`src/rtl/shrimp_lsu_if.sv`:
```
// rtl/shrimp_lsu_if.sv - request, response and memory-file signals of the shrimp load/store unit
interface shrimp_lsu_if #(
    parameter int ADDR_W = 8
);
    logic              req_valid;
    logic              req_ready;
    logic              req_write;
    logic              req_byte;
    logic              req_signed;
    logic [ADDR_W-1:0] req_addr;
    logic [15:0]       req_wdata;
    logic              resp_valid;
    logic              resp_ready;
    logic [15:0]       resp_rdata;
    logic [ADDR_W-1:0] mem_addr;
    logic [15:0]       mem_write_val;
    logic              mem_write_enable;
    logic [15:0]       mem_read_val;

    // master: the execute stage together with the memory file
    modport master (
        output req_valid, req_write, req_byte, req_signed, req_addr, req_wdata,
        output resp_ready, mem_read_val,
        input  req_ready, resp_valid, resp_rdata,
        input  mem_addr, mem_write_val, mem_write_enable
    );

    modport slave (
        input  req_valid, req_write, req_byte, req_signed, req_addr, req_wdata,
        input  resp_ready, mem_read_val,
        output req_ready, resp_valid, resp_rdata,
        output mem_addr, mem_write_val, mem_write_enable
    );
endinterface

```
`src/rtl/shrimp_lsu.sv`:
```
// rtl/shrimp_lsu.sv - single-outstanding load/store unit with byte read-modify-write
module shrimp_lsu #(
    parameter int ADDR_W = 8
) (
    input  logic       clock,
    input  logic       reset,
    shrimp_lsu_if.slave bus
);
    typedef enum logic [1:0] {IDLE, READ, WRITE, RESP} state_t;

    state_t            state;
    logic              write_r;
    logic              byte_r;
    logic              signed_r;
    logic [ADDR_W-1:0] addr_r;
    logic [15:0]       wdata_r;
    logic [15:0]       merge_r;
    logic [15:0]       rdata_r;

    always_ff @(posedge clock) begin
        if (reset) begin
            state    <= IDLE;
            write_r  <= 1'b0;
            byte_r   <= 1'b0;
            signed_r <= 1'b0;
            addr_r   <= '0;
            wdata_r  <= '0;
            merge_r  <= '0;
            rdata_r  <= '0;
        end else begin
            case (state)
                IDLE: begin
                    if (bus.req_valid) begin
                        write_r  <= bus.req_write;
                        byte_r   <= bus.req_byte;
                        signed_r <= bus.req_signed;
                        addr_r   <= bus.req_addr;
                        wdata_r  <= bus.req_wdata;
                        state    <= (bus.req_write && !bus.req_byte) ? WRITE : READ;
                    end
                end
                READ: begin
                    if (write_r) begin
                        // byte store: keep the high byte of the current word
                        merge_r <= {bus.mem_read_val[15:8], wdata_r[7:0]};
                        state   <= WRITE;
                    end else begin
                        rdata_r <= byte_r ? {{8{signed_r & bus.mem_read_val[7]}}, bus.mem_read_val[7:0]}
                                          : bus.mem_read_val;
                        state   <= RESP;
                    end
                end
                WRITE: begin
                    rdata_r <= '0;
                    state   <= RESP;
                end
                RESP: begin
                    if (bus.resp_ready) begin
                        state <= IDLE;
                    end
                end
                default: state <= IDLE;
            endcase
        end
    end

    assign bus.req_ready        = (state == IDLE);
    assign bus.resp_valid       = (state == RESP);
    assign bus.resp_rdata       = rdata_r;
    assign bus.mem_addr         = addr_r;
    assign bus.mem_write_val    = byte_r ? merge_r : wdata_r;
    // gated by reset so a write caught mid-flight is dropped
    assign bus.mem_write_enable = (state == WRITE) && !reset;
endmodule

```
`src/flat_wrapper.sv`:
```
// flat-port wrapper written by rule: the top's interface ports become plain ports
module shrimp_lsu_flat 
#(
    parameter int ADDR_W = 8
)
  (clock, reset, bus_req_valid, bus_req_write, bus_req_byte, bus_req_signed, bus_req_addr, bus_req_wdata, bus_resp_ready, bus_mem_read_val, bus_req_ready, bus_resp_valid, bus_resp_rdata, bus_mem_addr, bus_mem_write_val, bus_mem_write_enable);
  shrimp_lsu_if #(.ADDR_W(ADDR_W)) bus_i ();
  input  logic clock;
  input  logic reset;
  input wire logic [$bits(bus_i.req_valid)-1:0] bus_req_valid;
  input wire logic [$bits(bus_i.req_write)-1:0] bus_req_write;
  input wire logic [$bits(bus_i.req_byte)-1:0] bus_req_byte;
  input wire logic [$bits(bus_i.req_signed)-1:0] bus_req_signed;
  input wire logic [$bits(bus_i.req_addr)-1:0] bus_req_addr;
  input wire logic [$bits(bus_i.req_wdata)-1:0] bus_req_wdata;
  input wire logic [$bits(bus_i.resp_ready)-1:0] bus_resp_ready;
  input wire logic [$bits(bus_i.mem_read_val)-1:0] bus_mem_read_val;
  output wire logic [$bits(bus_i.req_ready)-1:0] bus_req_ready;
  output wire logic [$bits(bus_i.resp_valid)-1:0] bus_resp_valid;
  output wire logic [$bits(bus_i.resp_rdata)-1:0] bus_resp_rdata;
  output wire logic [$bits(bus_i.mem_addr)-1:0] bus_mem_addr;
  output wire logic [$bits(bus_i.mem_write_val)-1:0] bus_mem_write_val;
  output wire logic [$bits(bus_i.mem_write_enable)-1:0] bus_mem_write_enable;
  assign bus_i.req_valid = bus_req_valid;
  assign bus_i.req_write = bus_req_write;
  assign bus_i.req_byte = bus_req_byte;
  assign bus_i.req_signed = bus_req_signed;
  assign bus_i.req_addr = bus_req_addr;
  assign bus_i.req_wdata = bus_req_wdata;
  assign bus_i.resp_ready = bus_resp_ready;
  assign bus_i.mem_read_val = bus_mem_read_val;
  assign bus_req_ready = bus_i.req_ready;
  assign bus_resp_valid = bus_i.resp_valid;
  assign bus_resp_rdata = bus_i.resp_rdata;
  assign bus_mem_addr = bus_i.mem_addr;
  assign bus_mem_write_val = bus_i.mem_write_val;
  assign bus_mem_write_enable = bus_i.mem_write_enable;
  shrimp_lsu #(.ADDR_W(ADDR_W)) u_core (.clock(clock), .reset(reset), .bus(bus_i));
endmodule
```
`config.mk`:
```
export PLATFORM = sky130hd
export DESIGN_NAME = shrimp_lsu_flat
export DESIGN_NICKNAME = d
export VERILOG_FILES = /design/src/rtl/shrimp_lsu_if.sv /design/src/rtl/shrimp_lsu.sv /design/src/flat_wrapper.sv
export SDC_FILE = /design/constraint.sdc
export NUM_CORES = 1
export LEC_CHECK = 0
export CAP_MARGIN = 20
export CORE_UTILIZATION = 41
export CTS_CLUSTER_DIAMETER = 40
export DETAILED_ROUTE_END_ITERATION = 8
export PLACE_DENSITY = 0.76
export SLEW_MARGIN = 20
export SYNTH_ARGS = -nofsm -noshare
export SYNTH_HDL_FRONTEND = slang
export SYNTH_SLANG_ARGS = --single-unit
```
`constraint.sdc`:
```
create_clock -name clock -period 1.6 [get_ports clock]
set_clock_uncertainty 0.05 [all_clocks]
set_input_delay 0.32 -clock clock [delete_from_list [all_inputs] [get_ports clock]]
set_output_delay 0.32 -clock clock [all_outputs]
set_load 0.01 [all_outputs]
```
# Word-level counts from Yosys, hierarchy flattened
# Cells that the tools add are included.
# Widths: inputs -> output; s select.
[word_totals]
regBits = 61
inputBits = 47
output_inout_bits = 43
wordCells = 34
[op_classes]
n_eq_ne = 6
n_mux = 9
bitwise_logic = 1
n_reduce_logical = 10
[ops]
columns = ["op", "n"]
rows = [
  ["$mux 16", 3],
  ["$pmux 16 s2", 1],
  ["$pmux 2 s4", 1],
  ["$reduce_and 2->1", 4],
  ["$mux 2", 3],
  ["$ne 2x2->1 const B", 3],
  ["$eq 2x2->1 const B", 2],
  ["$eq 2x1->1 const B", 1],
  ["$logic_and 1x1->1", 2],
  ["$logic_not 1->1", 2],
  ["$logic_not 2->1", 1],
  ["$reduce_bool 2->1", 1],
  ["$and 1x1->1", 1],
  ["$mux 1", 1],
]

# Logic depth before layout (Yosys ltp)
[logic_depth]
ltp_word = 5
depth_mapped = 7
mapped_depth_nobuf = 5

# Worst setup path after synthesis
# No wires, ideal clock.
[synth_timing]
path_type = "reg2reg"
start = "reg u_core.state[0]"
end = "reg u_core.rdata_r[10] (netlist: u_core.bus.resp_rdata[10])"
t_arrival_ns = 1.432
path_slack_ns = 0.030
stages_incl_launch_ff = 6
n_path_buf = 0
path_cell_list = "dfxtp_1 > inv_1 > ha_1 > nor3b_4 > nand2_4 > o32ai_2"
[synth_between]
elab_chain_cells = 3
elab_cells_between_ends = 6
[synth_lines]
columns = ["item", "line_no", "text"]
rows = [
  ["from (decl)", "shrimp_lsu.sv:11", "state_t state;"],
  ["from (signal assigned)", "shrimp_lsu.sv:39", "state <= (bus.req_write && !bus.req_byte) ? WRITE : READ;"],
  ["$eq 2x1->1 or $eq 2x2->1 (tied branches)", "shrimp_lsu.sv:31", "case (state)"],
  ["$ne 2x2->1 (no line) or $reduce_bool 2->1 (tied branches)", "n/a", ""],
  ["$reduce_and 2->1 (no line)", "n/a", ""],
  ["to (signal assigned)", "shrimp_lsu.sv:48", "rdata_r <= byte_r ? {{8{signed_r & bus.mem_read_val[7]}}, bus.mem_read_val[7:0]}"],
  ["to (decl)", "shrimp_lsu.sv:18", "logic [15:0] rdata_r;"],
]
# Parallel ways exist; a longest one is shown, timed or not.
# A chain may end at the register's enable or synchronous reset.

# Worst setup path after layout
[layout_timing]
start = "reg u_core.byte_r"
end = "out bus_mem_write_val[12]"
[layout_between]
elab_chain_cells = 1
[layout_lines]
columns = ["item", "line_no", "text"]
rows = [
  ["from (decl)", "shrimp_lsu.sv:13", "logic byte_r;"],
  ["from (signal assigned)", "shrimp_lsu.sv:35", "byte_r <= bus.req_byte;"],
  ["$mux 16", "shrimp_lsu.sv:71", "assign bus.mem_write_val = byte_r ? merge_r : wdata_r;"],
  ["to (decl)", "flat_wrapper.sv:22", "output wire logic [$bits(bus_i.mem_write_val)-1:0] bus_mem_write_val;"],
]
# Every way passes these cells.

==> summary.md <==
| Metric | Value |
|---|---|
| Status | `finished, violations left` |
| Failing checks | `setup timing` |
| Largest family of logic cells by synthesized area | `simple AND/OR/NAND/NOR gates` |
| Power, Total | `5546 uW` |
| Lkg Pwr | `0.001829 uW` |
| Minimum clock period | `1657 ps` |
| Number of synthesized register bits | `61` |
| Post-synthesis mux area share | `7.356%` |
| I/O Buffers | `89` |
| Worst slew margin | `77.70%` |
| Startpoint types | `flop` |
| CTS tree | `yes` |
| Initial Util | `43.19%` |
| Setup TNS Final | `-708.7 ps` |
| GRT Total Usage | `about 23%` |
| Worst-Margin Slew | `334.4 ps` |
| WL per Instance | `14.80 um` |
| Maximum Capacitance Violations | `0` |
| Reg clk slew, reported paths | `60 ps` |
| Maximum VDD drop | `874.4 uV` |
| Switch share | `32.93%` |
| H-tree depth | `3` |
| Grt ovf | `0` |
| Sw power | `about 1800 uW` |
| Hold Vio Cnt, Final | `0` |
| Num rows | `28` |
| P_int | `approximately 3700 uW` |
| Cells after synthesis | `about 300` |
| RSZ-0062 raised after global routing | `true` |
| Synth Warn # | `0` |
| Pwr Density | `around 1400 nW/um^2` |
| # setup viols final | `16` |
| Via count | `2424` |
| Routed WL | `7.044 mm` |
| Largest net degree at the start of global routing | `71` |
| First-pass GRT wire length | `11.15 mm` |
| Flop pwr share | `34.8%` |
| Mapped Area | `2602 sq um` |
| Compound-cell area share of the yosys netlist | `17.88%` |
| Vias per cell | `approximately 5` |
| Post-synthesis cell type count | `23` |
| Longest Clk Path Bufs | `2` |
| Synthesis-to-layout area growth | `54.09%` |
| Place WS | `-108.7 ps` |
| Peak Freq | `603.4 MHz` |
| Final Cell Area | `4010 sq um` |
| Core Area | `6026 sq um` |
| Share of layout cells above drive strength 1 | `22.94%` |
| Inserted Clock Buffers | `9` |
| Area leader, netlist | `dfxtp_1` |
| Synth Area in XOR/XNOR | `0%` |
| Worst min path class | `flop to flop` |
| Initial DRC count | `139` |
| Clk_lat worst skew | `~330 ps` |
| HPWL after DPL | `4.571 mm` |
| Die height | `81.67 um` |
| Die W | `81.67 um` |
| Ant diodes | `0` |
| Clk root buf | `clkbuf_8` |
| Worst path arrival time | `1290 ps` |
| Post-Synth Simple-Gate Area | `20.96%` |
| Adder-Cell Fraction of Synth Area | `between 2 and 3%` |
| Max Slew Vio Count | `0` |
| Die area | `6670 sq um` |
| Detail Route Antenna Nets | `0` |
| Worst Path Required | `approximately 1200 ps` |
| Worst Slack Setup Final | `-57.14 ps` |
| Placed standard-cell area | `3655 sq um` |
| I/O pin cnt | `90` |
| NumNets Final | `450` |
| Logic pwr share | `between 40% and 50%` |
| Global placer's final weighted congestion | `0.7296` |
| Hold path depth | `2` |
| Post-route DRC | `0` |
| Vias in the first global route | `2396` |
| Clock network fraction of total power | `24.4%` |
| Register area share after synthesis | `46.92%` |
| Crit end category | `output pin` |
| Tcrit/Tclk final | `103.6%` |
| Syn_nets | `352` |
| Avg Cell Area, Syn | `8.704 sq um` |
| Post-synth top area share | `46.92%` |
| Worst R2R Path Depth | `6` |
| Worst setup path class | `flop to output pin` |
| Layout fillers | `506` |
| Initial antenna violation count | `0` |
| DRT Pass-1 Iters | `4` |
| Worst Path Max Fanout | `7` |
| Synth top area cells | `dfxtp_1, nand2_1, a21oi_1, mux2_2, o32ai_2` |
| Clock sinks | `61` |
| WHS | `406.6 ps` |
[power groups by stage]
stage	registers (uW)	logic [uW]	clock network, uW
6_report	1930	2260	1360
5_1_grt	1960	2460	1470
4_1_cts	1930	2260	1390
3_5_place_dp	1950	2170	0
3_3_place_gp	1940	2130	0
2_1_floorplan	1980	1130	0
[cells by family (layout without fill, tap and decap cells)]
logic type / after synthesis / count (layout)
multiplexers: 17 / 17
AO/OA/AOI/OAI: 65 / 65
adder cells (fa/ha/maj): 6 / 6
flip-flops: 61 / 61
AND/OR/NAND/NOR: 126 / 126
buffers and inverters: 24 / 126
[cells in the final DEF (no fill, tap or decap), drive strengths merged]
master	Yosys	final
a21bo	1	1
a21oi	44	44
a22oi	1	1
a311o	1	1
a311oi	1	1
a32oi	8	8
and2	2	2
buf	12	38
bufinv	0	1
clkbuf	9	11
clkdlybuf4s15	0	1
clkdlybuf4s50	0	47
clkinv	0	2
clkinvlp	0	1
dfxtp	61	61
dlygate4sd2	0	5
dlymetal6s2s	0	17
ha	6	6
inv	3	3
mux2	17	17
nand2	90	90
nand2b	14	14
nor2	16	16
nor2b	3	3
nor3b	1	1
o32ai	8	8
o41ai	1	1
[worst max-delay path, stage by stage (launching register included)]
cell and delay (ps):
dfxtp_4 370, buf_8 140, mux2_4 310, buf_6 120
[flip-flops by register name (all words and copies together) (netlist names)]
register and cells:
u_core.state 2, u_core.bus.resp_rdata 16, u_core.write_r 1, u_core.byte_r 1, u_core.signed_r 1, u_core.merge_r 16
u_core.bus.mem_addr 8, u_core.wdata_r 16
[synthesized netlist by cell type]
cell and count:
a311o_1 1, a32oi_1 8, nor2_1 16, a21oi_1 44
inv_1 3, buf_1 1, nand2_4 1, nor3b_4 1
nand2_1 88, a21bo_2 1, nand2_2 1, ha_1 6
a22oi_1 1, dfxtp_1 61, and2_1 2, buf_2 11
clkbuf_1 9, a311oi_1 1, o41ai_1 1, nand2b_1 14
o32ai_2 8, nor2b_1 3, mux2_2 17
[final timing paths]
| check | from | end | slack [ps] |
|---|---|---|---|
| worst max-delay path | u_core.byte_r$_SDFFE_PP0P_ | bus_mem_write_val[12] | -60 |
| worst min-delay path | u_core.bus.mem_addr[4]$_SDFFE_PP0P_ | u_core.bus.mem_addr[4]$_SDFFE_PP0P_ | 410 |
| worst max register to register | u_core.byte_r$_SDFFE_PP0P_ | u_core.bus.resp_rdata[14]$_SDFFE_PP0P_ | 80 |
| worst min register to register | u_core.bus.mem_addr[4]$_SDFFE_PP0P_ | u_core.bus.mem_addr[4]$_SDFFE_PP0P_ | 410 |
[stage by stage]
step / util, % / instances
2_1_floorplan: - / 299
3_3_place_gp: 60.65 / 459
3_5_place_dp: 60.65 / 459
4_1_cts: 65.64 / 476
5_1_grt: 66.55 / 476
6_report: 66.55 / 476
[repair_timing]
| action | 4_1_cts | 5_1_grt |
|---|---|---|
| buffers inserted | 2 | 0 |
| gates resized for setup | 120 | 24 |
| hold buffers | 0 | 0 |
| setup endpoints to repair | 27 | 61 |
[area by class of cell]
type	instances	area [sq um]	area share [%]
clock buffers	11	151.4	3.775
clock inverters	4	47.55	1.186
inverters	3	11.26	0.2808
multi-input cells	214	1348	33.60
flip-flops and latches	61	1227	30.61
well taps	75	93.84	2.340
repair buffers	108	1131	28.21
[per-layer routing]
layer	global-route usage, %	vias to the layer above	wire length (um)
met4	9.474	0	92
met1	26.39	1124	3017
met5	0	-	0
met2	39.67	91	3483
met3	4.778	10	450
li1	-	1199	-
No activity file was read; power rests on OpenSTA's default activity.
